==> src/rtl/csc_matrix_stream.sv <==
// Streaming 3x3 colour-space converter: {R,G,B} unsigned pixels -> three signed fixed-point
// channels, fixed 3-cycle latency, full throughput. Coefficients and offsets are written into a
// shadow bank and swapped into the active bank only at frame boundaries or while idle.
// Optional feature macro: CSC_CLAMP_EN (saturate results instead of two's-complement wrap).
module csc_matrix_stream #(
  parameter int unsigned width     = 320,
  parameter int unsigned height    = 240,
  parameter int unsigned DATA_W    = 8,
  parameter int unsigned COEF_W    = 18,
  parameter int unsigned COEF_FRAC = 17,
  parameter int unsigned OUT_W     = 18,
  parameter int unsigned OUT_FRAC  = 9
) (
  input  logic                  clk,
  input  logic                  reset,
  input  logic                  iValid,
  input  logic [3*DATA_W-1:0]   iData,
  input  logic                  iCoefWe,
  input  logic [3:0]            iCoefAddr,
  input  logic [COEF_W-1:0]     iCoefData,
  input  logic                  iCoefCommit,
  output logic [OUT_W-1:0]      oY,
  output logic [OUT_W-1:0]      oCb,
  output logic [OUT_W-1:0]      oCr,
  output logic                  oValid,
  output logic                  oDone,
  output logic                  oPending
);

  localparam int unsigned frameSize = width * height;
  localparam int unsigned CntW      = (frameSize > 1) ? $clog2(frameSize) : 1;
  localparam int unsigned ProdW     = DATA_W + 1 + COEF_W;
  localparam int unsigned AccW      = DATA_W + COEF_W + 3;
  localparam int unsigned Shift     = COEF_FRAC - OUT_FRAC;

  localparam logic [CntW-1:0]        LastCnt = CntW'(frameSize - 1);
  localparam logic signed [AccW-1:0] RoundK  = AccW'(2 ** (Shift - 1));
`ifdef CSC_CLAMP_EN
  localparam logic signed [AccW-1:0] OutMax  = AccW'(2 ** (OUT_W - 1) - 1);
  localparam logic signed [AccW-1:0] OutMin  = AccW'(-(2 ** (OUT_W - 1)));
`endif

  typedef logic signed [COEF_W-1:0] coef_t;

  // Entries 0..8 are the row-major matrix (BT.601), 9..11 the per-row offsets.
  localparam coef_t DefBank [12] = '{
    coef_t'(39164),  coef_t'(76926),  coef_t'(14982),
    coef_t'(-22138), coef_t'(-43398), coef_t'(65536),
    coef_t'(65536),  coef_t'(-54906), coef_t'(-10630),
    coef_t'(0),      coef_t'(0),      coef_t'(0)
  };

  // Bank control and frame-position state
  coef_t           shadow_q [12];
  coef_t           shadow_d [12];
  coef_t           active_q [12];
  coef_t           active_d [12];
  logic            pending_q, pending_d;
  logic [CntW-1:0] in_cnt_q, in_cnt_d;
  logic            last_in, swap;

  // Pipeline state
  logic                    v1_q, v1_d, v2_q, v2_d;
  logic signed [ProdW-1:0] prod_q [9];
  logic signed [ProdW-1:0] prod_d [9];
  coef_t                   off1_q [3];
  coef_t                   off1_d [3];
  logic signed [AccW-1:0]  acc_q [3];
  logic signed [AccW-1:0]  acc_d [3];
  logic [OUT_W-1:0]        out_q [3];
  logic [OUT_W-1:0]        out_d [3];
  logic                    valid_q, valid_d, done_q, done_d;
  logic [CntW-1:0]         out_cnt_q, out_cnt_d;

  logic [DATA_W-1:0]       ch [3];
  logic signed [AccW-1:0]  rnd [3];
  logic                    unused_rnd_hi;

  // Shadow writes, commit tracking, and the shadow->active swap at frame boundaries.
  always_comb begin
    shadow_d  = shadow_q;
    active_d  = active_q;
    pending_d = pending_q;
    in_cnt_d  = in_cnt_q;
    last_in   = iValid && (in_cnt_q == LastCnt);
    if (iValid) begin
      in_cnt_d = last_in ? '0 : in_cnt_q + 1'b1;
    end
    // The pixel accepted this cycle still uses the old bank; the new one applies from next cycle.
    swap = pending_q && (last_in || ((in_cnt_q == '0) && !iValid));
    if (swap) begin
      active_d  = shadow_q;
      pending_d = 1'b0;
    end
    // A commit arriving on the swap cycle re-arms for the following boundary.
    if (iCoefCommit) begin
      pending_d = 1'b1;
    end
    if (iCoefWe && (iCoefAddr < 4'd12)) begin
      shadow_d[iCoefAddr] = iCoefData;
    end
  end

  // S1: nine products against the active bank, plus a snapshot of the active offsets.
  always_comb begin
    ch[0] = iData[3*DATA_W-1 -: DATA_W];
    ch[1] = iData[2*DATA_W-1 -: DATA_W];
    ch[2] = iData[DATA_W-1:0];
    v1_d  = iValid;
    for (int i = 0; i < 3; i++) begin
      for (int j = 0; j < 3; j++) begin
        prod_d[3*i+j] = ProdW'($signed({1'b0, ch[j]})) * ProdW'(active_q[3*i+j]);
      end
      off1_d[i] = active_q[9+i];
    end
  end

  // S2: row sums with the offset aligned to the coefficient fraction.
  always_comb begin
    v2_d = v1_q;
    for (int i = 0; i < 3; i++) begin
      acc_d[i] = AccW'(prod_q[3*i]) + AccW'(prod_q[3*i+1]) + AccW'(prod_q[3*i+2])
               + (AccW'(off1_q[i]) <<< Shift);
    end
  end

  // S3: round half up, reduce to the output width, and count output beats for oDone.
  always_comb begin
    valid_d   = v2_q;
    done_d    = v2_q && (out_cnt_q == LastCnt);
    out_cnt_d = out_cnt_q;
    if (v2_q) begin
      out_cnt_d = done_d ? '0 : out_cnt_q + 1'b1;
    end
    for (int i = 0; i < 3; i++) begin
      rnd[i]   = (acc_q[i] + RoundK) >>> Shift;
      out_d[i] = out_q[i];
      if (v2_q) begin
`ifdef CSC_CLAMP_EN
        if (rnd[i] > OutMax) begin
          out_d[i] = OutMax[OUT_W-1:0];
        end else if (rnd[i] < OutMin) begin
          out_d[i] = OutMin[OUT_W-1:0];
        end else begin
          out_d[i] = rnd[i][OUT_W-1:0];
        end
`else
        out_d[i] = rnd[i][OUT_W-1:0];
`endif
      end
    end
  end

  // High bits of the rounded value are dropped when results wrap.
  assign unused_rnd_hi = ^{rnd[0][AccW-1:OUT_W], rnd[1][AccW-1:OUT_W], rnd[2][AccW-1:OUT_W]};

  // All state, with synchronous reset to defaults and an empty pipeline.
  always_ff @(posedge clk) begin
    if (reset) begin
      shadow_q  <= DefBank;
      active_q  <= DefBank;
      pending_q <= 1'b0;
      in_cnt_q  <= '0;
      v1_q      <= 1'b0;
      v2_q      <= 1'b0;
      valid_q   <= 1'b0;
      done_q    <= 1'b0;
      out_cnt_q <= '0;
      for (int k = 0; k < 9; k++) begin
        prod_q[k] <= '0;
      end
      for (int k = 0; k < 3; k++) begin
        off1_q[k] <= '0;
        acc_q[k]  <= '0;
        out_q[k]  <= '0;
      end
    end else begin
      shadow_q  <= shadow_d;
      active_q  <= active_d;
      pending_q <= pending_d;
      in_cnt_q  <= in_cnt_d;
      v1_q      <= v1_d;
      v2_q      <= v2_d;
      valid_q   <= valid_d;
      done_q    <= done_d;
      out_cnt_q <= out_cnt_d;
      prod_q    <= prod_d;
      off1_q    <= off1_d;
      acc_q     <= acc_d;
      out_q     <= out_d;
    end
  end

  assign oY       = out_q[0];
  assign oCb      = out_q[1];
  assign oCr      = out_q[2];
  assign oValid   = valid_q;
  assign oDone    = done_q;
  assign oPending = pending_q;

endmodule
==> config.mk <==
export PLATFORM = sky130hd
export DESIGN_NAME = csc_matrix_stream
export DESIGN_NICKNAME = d
export VERILOG_FILES = /design/src/rtl/csc_matrix_stream.sv
export SDC_FILE = /design/constraint.sdc
export NUM_CORES = 2
export LEC_CHECK = 0
export CAP_MARGIN = 20
export CORE_UTILIZATION = 39
export DETAILED_ROUTE_END_ITERATION = 12
export PLACE_DENSITY = 0.55
export SYNTH_ARGS = -nofsm -noshare
export SYNTH_HDL_FRONTEND = slang
export SYNTH_SLANG_ARGS = --single-unit
export TNS_END_PERCENT = 20
==> constraint.sdc <==
create_clock -name clk -period 11.4 [get_ports clk]
set_input_delay 1.14 -clock clk [delete_from_list [all_inputs] [get_ports clk]]
set_output_delay 1.14 -clock clk [all_outputs]
set_load 0.01 [all_outputs]
==> metrics.md <==
| Metric | Value |
|---|---|
| Status | `completed` |
| Layout Skew | `0.0646 ns` |
| Die ar. | `201000 um2` |
| Worst-path maximum fanout | `30` |
| Cell count of the worst reg-to-reg path | `18` |
| DP HPWL | `153000 um` |
| Syn nets | `10641` |
| Largest net degree at the start of global routing | `182` |
| Critical path data arrival time | `6.96 ns` |
| Share of flip-flops with an asynchronous set or reset | `0%` |
| GPL Wtd Cong | `0.862` |
| # nets final | `10471` |
| M1 GR Usage | `28.2%` |
| Core area | `198000 um2` |
| Sequential area share after synthesis | `22.4%` |
| Via-per-instance ratio | `4.94` |
| Hold_buf cts | `0` |
| Clk root buf | `clkbuf_16` |
| Synth area leaders | `fa_1 (29%), dfxtp_1 (22%), ha_1 (8.9%), nand2_1 (7.7%), inv_1 (6.7%)` |
| Peak Freq | `0.158 GHz` |
| Post-layout min period | `6.32 ns` |
| PostCTS Resize Cnt | `0` |
| Most Crowded Layer GR | `met2` |
| PortBufs | `107` |
| Max-cap violations | `0` |
| Die extent in y | `448 um` |
| Data required, critical path | `12.04 ns` |
| Clock sinks | `870` |
| Leading area contributor after synthesis | `fa_1` |
| CTS tree | `yes` |
| Met3 usage | `1.95%` |
| Violation count after the first detailed-route iteration | `3158` |
| Routed vias | `56667` |
| Pwr dens | `181 nW/um2` |
| Layout cells sized above 1 | `3.21%` |
| DRC viols | `0` |
| Hold WS | `0.435 ns` |
| Hold Crit Depth | `1` |
| Highest-count cells in the layout ignoring fill and taps | `nand2_1 (1590), inv_1 (1391), fa_1 (1131), dfxtp_1 (869), and2_1 (724)` |
| Synth Warn # | `0` |
| Drt pass-1 iters | `5` |
| # setup viols final | `0` |
| Top Ports | `108` |
| # Post-CTS Setup Buffers | `0` |
| Synthesized flop and latch total | `870` |
| Leak Pwr | `40.3 nW` |
| Max clock buf depth | `3` |
| H-tree depth | `3` |
| Syn Inst Count | `8907` |
| GRT Residual Overflow | `0` |
| Cell variety after synth | `75` |
| Hold Violations, Final | `0` |
| Initial Util | `39.3%` |
| Clock buffer count from CTS | `100` |
| Rel. slew slack | `25.5%` |
| Initial antenna violation count | `13` |
| First-pass GRT wire length | `328000 um` |
| Placed cells | `11275` |
| Commonest non-fill, non-tap cell in the layout | `nand2_1` |
| GRT Util Overall | `20.8%` |
| M2 GR Usage | `35.6%` |
| CP endpoint kind | `register` |
| Die width | `448 um` |
| Clk slew on worst S/H paths | `0.06 ns` |
| Finished Core Util | `42.6%` |
| Main synth FF type | `dfxtp_1` |
| Post-DRT Antenna Nets | `0` |
| Post-Route WL | `206000 um` |
| Maximum vdd drop | `0.177 mV` |
| WL per Instance | `17.9 um` |
| Sum Neg Setup Slack | `0 ns` |
| Period utilization | `55.4%` |
| Synth top area share | `29.1%` |
| Startpoint Class | `primary input` |
| RSZ-0062 raised after global routing | `false` |
| Min-delay worst type | `register to register` |
| Measured slew at the worst slew-check pin | `1.10 ns` |
| Number of enable flip-flop cells after synthesis | `0` |
| Critical path type | `primary input to register` |
| Layout Cells excl Fill | `11470` |
| Max-slew violations | `0` |
| FP Rows | `163` |
| Clk Latency, worst-skew pair | `0.75 ns` |
| Vias in the first global route | `57821` |
| P&R area growth vs syn | `8.39%` |
| Mean Syn Cell Area | `8.72 um2` |
| Mapped cell area | `77700 um2` |
## power breakdown
part	switching, W	leakage (nW)	total [W]	internal [W]
registers	0.000369	7.10	0.00379	0.00342
clock network	0.00143	1.66	0.00336	0.00193
logic	0.00475	31.5	0.00807	0.00333
## state kept, by name (all words and copies together) (netlist names)
register   flops
in_cnt_q      17
out_cnt_q     17
off1_q        54
v2_q           1
shadow_q     216
acc_q         57
oCr           18
oPending       1
oDone          1
oValid         1
active_q     216
prod_q       234
oY            18
v1_q           1
oCb           18
## cells by family after synthesis
kind of cell | after synthesis | share of synthesized area [%]
buffers and inverters | 1820 | 8.81
AO/OA/AOI/OAI | 912 | 7.21
adder cells (fa/ha/maj) | 1683 | 38.0
multiplexers | 10 | 0.134
XOR/XNOR | 335 | 3.78
flip-flops | 870 | 22.4
AND/OR/NAND/NOR | 3277 | 19.6
## worst max-delay path, cell delays in order
cell and delay, ns:
buf_2 0.44, buf_4 0.47, nand2_1 0.12, fa_1 0.50
inv_1 0.04, ha_1 0.26, ha_1 0.28, inv_1 0.05
fa_1 0.47, inv_1 0.04, ha_1 0.22, fa_1 0.47
a21o_1 0.18, a21oi_2 0.18, o21bai_1 0.10, a2111o_1 0.44
a31oi_1 0.36, o21bai_1 0.16, a311o_1 0.41, a31oi_1 0.22
mux2_1 0.35
## stage by stage
stage	area [um2]	setup WS (ns)	total power (W)
after CTS	84200	5.16	0.0154
after floorplan	77700	5.27	0.00968
after global routing	84200	4.73	0.0165
after global placement	80700	4.41	0.0118
after detailed placement	80700	4.37	0.0119
final	84200	5.08	0.0152
## synth_stat cells, types with 9 or more instances
cell,instances
a311oi_1,13
buf_2,12
clkbuf_1,362
nor3_1,53
nand2_1,1591
nor2b_1,135
and2_1,725
xor2_1,147
buf_1,54
o21a_1,31
xnor2_1,188
nor2_1,408
a31oi_1,35
ha_1,552
o21bai_1,27
nand4_1,28
o21ai_0,89
dfxtp_1,870
o211ai_1,14
or3_1,23
a21oi_1,456
nand3_1,204
fa_1,1131
inv_1,1392
nand2b_1,26
a41oi_1,9
and3_1,46
a21o_1,100
a211oi_1,65
## final timing paths
| path | startpoint | endpoint | slack, ns |
|---|---|---|---|
| setup reg to reg | active_q[81] | prod_q[51] | 5.80 |
| hold reg to reg | v1_q | v2_q | 0.44 |
| setup / recovery | iData[18] | prod_q[78] | 5.08 |
| hold / removal | v1_q | v2_q | 0.44 |
## routing by layer
layer  routed length (um)  vias up  part of all wire (%)
li1                     -    27012                     -
met1                93000    28356                    45
met2                98100     1072                    48
met3                 9380      225                   4.6
met4                 5280        2                   2.6
met5                   19        -                0.0092
## area by class of cell
| cell class | count | area [um2] |
|---|---|---|
| flip-flops and latches | 870 | 17400 |
| clock inverters | 50 | 644 |
| diodes | 7 | 17.5 |
| multi-input cells | 6217 | 53500 |
| inverters | 1392 | 5230 |
| clock buffers | 138 | 2820 |
| well taps | 2640 | 3300 |
| repair buffers | 156 | 1310 |
| fillers | 19567 | 113000 |
Power figures use the tool's default switching activity.
